[config.mk]
export PLATFORM = sky130hd
export DESIGN_NAME = fetch_unit
export DESIGN_NICKNAME = d
export VERILOG_FILES = /design/src/rtl/fetch_unit.sv
export SDC_FILE = /design/constraint.sdc
export NUM_CORES = 1
export LEC_CHECK = 0
export BUFFER_PORTS_ARGS = -buffer_cell sky130_fd_sc_hd__buf_2
export CAP_MARGIN = 5
export CORE_AREA = 2 2 80 82
export CTS_BUF_LIST = sky130_fd_sc_hd__clkbuf_16
export DETAILED_ROUTE_END_ITERATION = 12
export DIE_AREA = 0 0 82 84
export GPL_TIMING_DRIVEN = 0
export SETUP_SLACK_MARGIN = 0.3
export SYNTH_ARGS = -nofsm -noshare
export SYNTH_HDL_FRONTEND = slang
export SYNTH_SLANG_ARGS = --single-unit
export TNS_END_PERCENT = 100
[constraint.sdc]
create_clock -name clk -period 2.1 [get_ports clk]
set_input_delay 0.42 -clock clk [delete_from_list [all_inputs] [get_ports clk]]
set_output_delay 0.42 -clock clk [all_outputs]
set_load 0.05 [all_outputs]
[src/rtl/fetch_unit.sv]
// fetch_unit: instruction fetch front end.
// Holds a 10-bit PC and a one-entry output buffer (instr, instr_pc, instr_valid).
// Fetch starts at PC 0 on start. Execute can redirect fetch with br_taken,
// and the dne word (9'h1FF) halts fetching.
// Optional feature macro: FETCH_STALL_CNT_EN enables the saturating stall_cnt
// counter. When the macro is undefined, stall_cnt is tied to zero.
module fetch_unit (
    input  logic        clk,
    input  logic        reset,
    input  logic        start,
    output logic [9:0]  imem_addr,
    input  logic [8:0]  imem_data,
    output logic [8:0]  instr,
    output logic [9:0]  instr_pc,
    output logic        instr_valid,
    input  logic        instr_ready,
    input  logic        br_taken,
    input  logic [9:0]  br_target,
    output logic        done,
    output logic [15:0] stall_cnt
);

    typedef enum logic [1:0] {
        IDLE = 2'd0,
        RUN  = 2'd1,
        HALT = 2'd2
    } state_t;

    localparam logic [8:0] DNE_WORD = 9'h1FF;

    state_t      state, state_nxt;
    logic [9:0]  pc, pc_nxt;
    logic        vld_nxt;
    logic        load;
    logic        buf_free;

    assign imem_addr = pc;
    assign done      = (state == HALT);
    assign buf_free  = ~instr_valid | instr_ready;

    // Next-state, next-PC and buffer-control decode; a redirect always beats a load.
    always_comb begin
        state_nxt = state;
        pc_nxt    = pc;
        vld_nxt   = instr_valid;
        load      = 1'b0;
        case (state)
            IDLE: begin
                if (start) begin
                    state_nxt = RUN;
                    pc_nxt    = 10'd0;
                end
            end
            RUN: begin
                if (br_taken) begin
                    vld_nxt = 1'b0;
                    pc_nxt  = br_target;
                end else if (buf_free) begin
                    load    = 1'b1;
                    vld_nxt = 1'b1;
                    if (imem_data == DNE_WORD) begin
                        state_nxt = HALT;
                    end else begin
                        pc_nxt = pc + 10'd1;
                    end
                end
            end
            HALT: begin
                if (br_taken) begin
                    vld_nxt   = 1'b0;
                    pc_nxt    = br_target;
                    state_nxt = RUN;
                end else if (instr_valid && instr_ready) begin
                    vld_nxt = 1'b0;
                end
            end
            default: begin
                state_nxt = IDLE;
            end
        endcase
    end

    // State, PC and output buffer registers; buffer data changes only on a load.
    always_ff @(posedge clk) begin
        if (reset) begin
            state       <= IDLE;
            pc          <= 10'd0;
            instr       <= 9'd0;
            instr_pc    <= 10'd0;
            instr_valid <= 1'b0;
        end else begin
            state       <= state_nxt;
            pc          <= pc_nxt;
            instr_valid <= vld_nxt;
            if (load) begin
                instr    <= imem_data;
                instr_pc <= pc;
            end
        end
    end

`ifdef FETCH_STALL_CNT_EN
    logic [15:0] stall_q;

    // Count cycles where decode back-pressures a valid word; saturates at all-ones.
    always_ff @(posedge clk) begin
        if (reset) begin
            stall_q <= 16'd0;
        end else if (instr_valid && !instr_ready && (stall_q != 16'hFFFF)) begin
            stall_q <= stall_q + 16'd1;
        end
    end

    assign stall_cnt = stall_q;
`else
    assign stall_cnt = 16'd0;
`endif

endmodule

==> out/qor.yml, run 1 <==
outcome: "finished, final reports clean"
fmax_mhz: 594.3
worstSetupEndpointType: "flip-flop"
ff2ff_setup_slack_ns: 0.42
layout_min_cycle_time_ns: 1.683
crit_chain: "inv_1 > ha_4 > nor2b_1 > clkbuf_4 > a211oi_2 > buf_6 > nand3_1 > a21oi_1"
drive_above_1_share_pct: 29.97
drtIter0Drc: 101
grt_overflow_total: 0
setup-tns-final_ns: 0
wirelength_um: 5011
drt-vias-per-instance: 4.680
worstPathRequired_ns: 2.30
hpwl_um: 3711
ant_nets: 0
path_max_fanout: 10
p_leak_nw: 1.045
core.rowCount: 29
setup_ws_ns: 0.4173
clock_latency_ns: 0.28
io_buffer_count: 52
drc: 0
fp.dieH_um: 84
drv_slew: 0
fin_crit_sh_pct: 80.13
min_from: "imem_data[5]"
yosys_warnings: 0
die_area_um2: 6888
htree_levels: 2
cp-start-kind: "flip-flop"
cts_num_sinks: 32
core_area_um2: 6096
syn-cell-area_um2: 1773
dr.pass1.iters: 4
hold_violations: 0
maxCapViolCount: 0
post-place-ws_ns: 0.2356
reg2regPathDepth: 8
grt_max_degree: 11
antenna_cells: 0
crit_start: "state[1]$_SDFFE_PP0P_"
worstMarginPinSlew_ns: 0.5363
fin_worst_skew_ns: 0.006199
slowest_stage: "dfxtp_2"
power.density_nw_per_um2: 824.2
ys.flop_type: "dfxtp_1"
die_x_um: 82
grtUsageTotal_pct: 14.66
regToRegStartpoint: "state[1]$_SDFFE_PP0P_"
min_path_cells: 3
antenna_found_initial: 0
syn_area_per_cell_um2: 7.642
place.gp.congestion: 0.7977
relSlewSlack_pct: 64.25
num_vias: 1797
power_mw: 1.946
reg2reg_to: "imem_addr[0]$_SDFFE_PP0P_"
rsz0062_at_grt: "no"
cts_buffers: 5
syn_inst: 232
ioPinCount: 71
clkSlewWorstSetupHoldPaths_ns: 0.05
cts_tree: "yes"
ys_ff_latch: 32
cts_hold_buf: 0
grt_pass1_wl_um: 7810
crit_arrival_ns: 1.88
clockBufferDepth: 2
setup_viol: 0
grt_pass1_vias: 1614
clock-root-buffer: "clkbuf_16"
max_stage_delay_ns: 0.36
async_reset_ff_share_pct: 0
routedWlPerCell_um: 13.05
nNetsFinal: 336
criticalPathCategory: "flip-flop to flip-flop"
start_util_pct: 29.08
synth_enable_flop_cells: 0
seq_area_frac_synth_pct: 36.13
peakVddDrop_mv: 0.3341
ys_types: 41
min_path_type: "input port to flip-flop"
whs_endpoint: "instr[5]$_SDFFE_PP0P_"
area_growth_pct: 33.17
stage by stage:
step	area, um^2	std cells	hold slack, ns	utilization, %
CTS	2333	384	0.3948	38.28
global placement	2188	376	0.4398	35.90
floorplan	1832	247	0.5019	-
global route	2361	384	0.4065	38.73
detailed placement	2188	376	0.4441	35.90
finish	2361	384	0.3951	38.73
cell type report:
class / instances / area (um^2)
multi-input cells: 175 / 977.2
repair buffers: 53 / 267.8
flip-flops and latches: 32 / 643.1
clock inverters: 2 / 8.758
plain buffers: 29 / 201.4
well taps: 77 / 96.34
fillers: 675 / 3735
inverters: 11 / 41.29
clock buffers: 5 / 125.1
sequential cells by signal, summed over array words and instances, names as in the netlist:
name and flops:
state 2, instr 9, imem_addr 10, instr_valid 1
instr_pc 10
cell usage after synthesis, types with 2 or more instances:
cell type	instances	area, um^2
o21ai_0	11	55.05
nor3_1	4	20.02
nor2_1	6	22.52
and3_1	3	18.77
o32ai_1	6	52.55
clkbuf_1	6	22.52
buf_4	17	127.6
o31a_1	2	17.52
nand3_1	10	50.05
a22o_1	2	17.52
a2bb2oi_1	2	17.52
o22ai_1	2	12.51
xnor2_1	3	26.28
nand2_1	53	198.9
buf_2	2	10.01
or3_1	2	12.51
nand4_1	2	12.51
o31ai_1	2	15.01
dfxtp_1	32	640.6
buf_6	2	22.52
ha_1	5	62.56
nand2b_1	2	12.51
a21oi_1	24	120.1
inv_1	11	41.29
a22oi_1	4	30.03
nor4_1	2	12.51
worst max-delay path by stage:
stage / end / slack [ns] / cells after the start
floorplan: imem_addr[9]$_SDFFE_PP0P_ / 0.32 / 5
global placement: imem_addr[4]$_SDFFE_PP0P_ / 0.27 / 7
detailed placement: imem_addr[9]$_SDFFE_PP0P_ / 0.24 / 7
CTS: imem_addr[2]$_SDFFE_PP0P_ / 0.32 / 7
global route: imem_addr[8]$_SDFFE_PP0P_ / 0.29 / 8
finish: imem_addr[0]$_SDFFE_PP0P_ / 0.42 / 8
cell usage in the layout (no fill, tap or decap), drive strengths merged, types with 2 or more instances in the layout:
| cell | count |
|---|---|
| a2bb2oi | 2 |
| o22ai | 2 |
| xnor2 | 3 |
| ha | 5 |
| a22oi | 4 |
| buf | 74 |
| nand4 | 2 |
| o31ai | 2 |
| conb | 16 |
| clkbuf | 13 |
| nor4 | 2 |
| o32ai | 6 |
| nor3 | 4 |
| or3 | 2 |
| nand3 | 10 |
| nand2b | 2 |
| o21ai | 11 |
| nor2 | 6 |
| nand2 | 54 |
| a21oi | 24 |
| a22o | 2 |
| and3 | 3 |
| o31a | 2 |
| dfxtp | 32 |
| inv | 12 |
timing repair:
action,4_1_cts,5_1_grt
setup endpoints to repair,18,20
buffers inserted,1,0
gates resized for setup,2,8
pin swaps,1,1
cloned,0,0
power breakdown:
part	internal [mW]	switching, mW	total, mW
registers	0.641	0.0274	0.668
logic	0.199	0.400	0.599
clock network	0.425	0.254	0.679
total	1.26	0.681	1.95
logic make-up after synthesis:
logic type,synth area share (%)
AOI/OAI and AO/OA,22.58
xor gates and xnor gates,1.976
adders and majority gates,3.529
buffers and inverters,13.13
DFF,36.13
muxes,0.6351
other,0.2115
and+or+nand+nor,21.81
metal layers:
metal  vias to the layer above  GRT usage, %  part of all wire (%)
met4                         0         4.091                   1.3
met1                       804         19.99                    46
met3                         8         3.247                   7.1
met5                         -             0                     0
li1                        919             -                     -
met2                        66         22.99                    45
worst max-delay path: cells and delay by family (launching register included):
| family | cells | cell delay, ns |
|---|---|---|
| AND/OR/NAND/NOR | 2 | 0.20 |
| AO/OA/AOI/OAI | 2 | 0.41 |
| buffers and inverters | 3 | 0.45 |
| flip-flops | 1 | 0.36 |
| adder cells (fa/ha/maj) | 1 | 0.19 |
(Power assumes the default switching activity.)
==> inputs of run 2 (changes only) <==
Clock period 2.1 ns to 1.7 ns, I/O delays scaled along.
==> run 2 against run 1 <==
  * Clock skew barely moved
  * Critical path type unchanged
  * Critical path depth did not move
  * Largest cell class unchanged
  * Critical endpoint unchanged
  * Clock power up 39%
  * Wire length grew 16%
  * Die area unchanged
  * Worst hold slack got worse by 0.067 ns
  * Register-to-register slack got worse by 0.31 ns
  * Cell count rose by 5.2%
==> out/qor.yml, run 2 (same netlist as run 1, synthesis figures left out) <==
io_buffer_count: 52
power_switching_mw: 1.026
nNetsFinal: 355
whs_endpoint: "instr[5]$_SDFFE_PP0P_"
area_growth_pct: 69.09
reg2regPathDepth: 8
antenna_found_initial: 0
setup_ws_ns: 0.1110
combPwrFrac_pct: 38.8
antenna_cells: 0
clock-root-buffer: "clkbuf_16"
clockBufferDepth: 2
ant_nets: 0
power.density_nw_per_um2: 962.3
core_area_um2: 6096
fp.dieH_um: 84
hpwl_um: 3762
hold_violations: 0
ff2ff_setup_slack_ns: 0.11
place.gp.congestion: 0.8333
clkSlewWorstSetupHoldPaths_ns: 0.06
drc: 0
post-place-ws_ns: 0.02483
core.rowCount: 29
drv_slew: 0
criticalPathCategory: "flip-flop to flip-flop"
grt_pass1_vias: 1760
fin_crit_sh_pct: 93.47
fin_worst_skew_ns: 0.006188
cts_tree: "yes"
grt_max_degree: 11
regToRegStartpoint: "state[1]$_SDFFE_PP0P_"
grt_pass1_wl_um: 8604
sw_frac_of_total_pct: 35.57
dr.pass1.iters: 4
num_vias: 1977
relSlewSlack_pct: 37.90
path_max_fanout: 6
p_leak_nw: 1.357
start_util_pct: 29.08
cts_buffers: 5
rsz0062_at_grt: "yes"
crit_arrival_ns: 1.79
grt_overflow_total: 0
setup_viol: 0
worstSetupEndpointType: "flip-flop"
drive_above_1_share_pct: 55.66
intPower_mw: 1.859
cp-start-kind: "flip-flop"
layout_min_cycle_time_ns: 1.589
fmax_mhz: 629.3
worstPathRequired_ns: 1.90
drtIter0Drc: 109
dpl-instance-area_um2: 2268
clock_latency_ns: 0.28
htree_levels: 2
final_area_um2: 2998
drt-vias-per-instance: 4.894
setup-tns-final_ns: 0
min_from: "imem_data[5]"
cts_num_sinks: 32
final_common_cell: "buf_2"
peakVddDrop_mv: 0.5372
clockPowerShare_pct: 32.6
grtUsageTotal_pct: 16.38
min_path_type: "input port to flip-flop"
reg2reg_to: "imem_addr[0]$_SDFFE_PP0P_"
cts_hold_buf: 0
ioPinCount: 71
outcome: "finished, final reports clean"
wirelength_um: 5835
routedWlPerCell_um: 14.44
fillCellCount: 601
layout_common_cells: "buf_2, nand2_1, buf_4"
maxCapViolCount: 0
die_x_um: 82
min_path_cells: 3
worstMarginPinSlew_ns: 0.9316
die_area_um2: 6888
p_seq_share_pct: 28.6
==> run 2: changes by cell type in the layout (fill, tap and decap cells not counted), sizes merged <==
cell,previous run,this run
buf,74,96
clkbuf,13,11
==> run 2: power groups by stage <==
stage	logic (mW)	clock network, mW	registers, mW
floorplan	0.475	0	0.937
global placement	0.735	0	0.833
detailed placement	0.739	0	0.835
CTS	0.963	0.964	0.822
global route	1.18	0.994	0.828
finish	1.12	0.941	0.824
==> run 2: stage by stage <==
step	total power [mW]	std cells	utilization, %	hold WS, ns
after global routing	3.007	404	49.18	0.3276
after detailed placement	1.574	376	37.21	0.4438
after global placement	1.567	376	37.21	0.4403
after floorplan	1.412	247	-	0.4760
after CTS	2.749	398	44.99	0.3201
final	2.885	404	49.18	0.3284
==> run 2: critical path: stages, from the launching register on <==
cell      delay, ns
dfxtp_4        0.37
inv_4          0.04
ha_4           0.16
nor2b_4        0.12
buf_6          0.13
a211oi_4       0.27
buf_6          0.19
nand3_2        0.09
a21oi_2        0.14
==> run 2: metal layers <==
metal,vias up,share of wire (%),GRT usage [%]
met1,943,41,20.76
met3,4,6.3,4.545
met5,-,0,0
met2,66,52,26.90
li1,964,-,-
met4,0,0.55,4.394
==> run 2: worst max path at each step <==
| stage | start | end | slack [ns] | cells after the start |
|---|---|---|---|---|
| after detailed placement | state[1]$_SDFFE_PP0P_ | imem_addr[8]$_SDFFE_PP0P_ | 0.02 | 7 |
| after global routing | state[1]$_SDFFE_PP0P_ | imem_addr[6]$_SDFFE_PP0P_ | 0.07 | 8 |
| final | state[1]$_SDFFE_PP0P_ | imem_addr[0]$_SDFFE_PP0P_ | 0.11 | 8 |
| after global placement | state[1]$_SDFFE_PP0P_ | imem_addr[3]$_SDFFE_PP0P_ | 0.02 | 7 |
| after CTS | state[1]$_SDFFE_PP0P_ | imem_addr[5]$_SDFFE_PP0P_ | 0.08 | 8 |
| after floorplan | state[1]$_SDFFE_PP0P_ | instr_pc[9]$_SDFFE_PP0P_ | 0.23 | 9 |
==> run 2: timing repair <==
item,CTS,global route
buffers inserted,10,6
cloned,4,0
setup endpoints to repair,33,33
resized for setup,54,51
pin swaps,20,15
==> run 2: layout make-up <==
cell class	count	area, um^2	area share, %
Multi-Input combinational cell	175	1338	44.62
Sequential cell	32	673.1	22.45
Timing Repair Buffer	72	462.9	15.44
Buffer	29	222.7	7.429
Clock buffer	6	150.1	5.008
Tap cell	77	96.34	3.214
Inverter	11	46.29	1.544
Clock inverter	2	8.758	0.2922
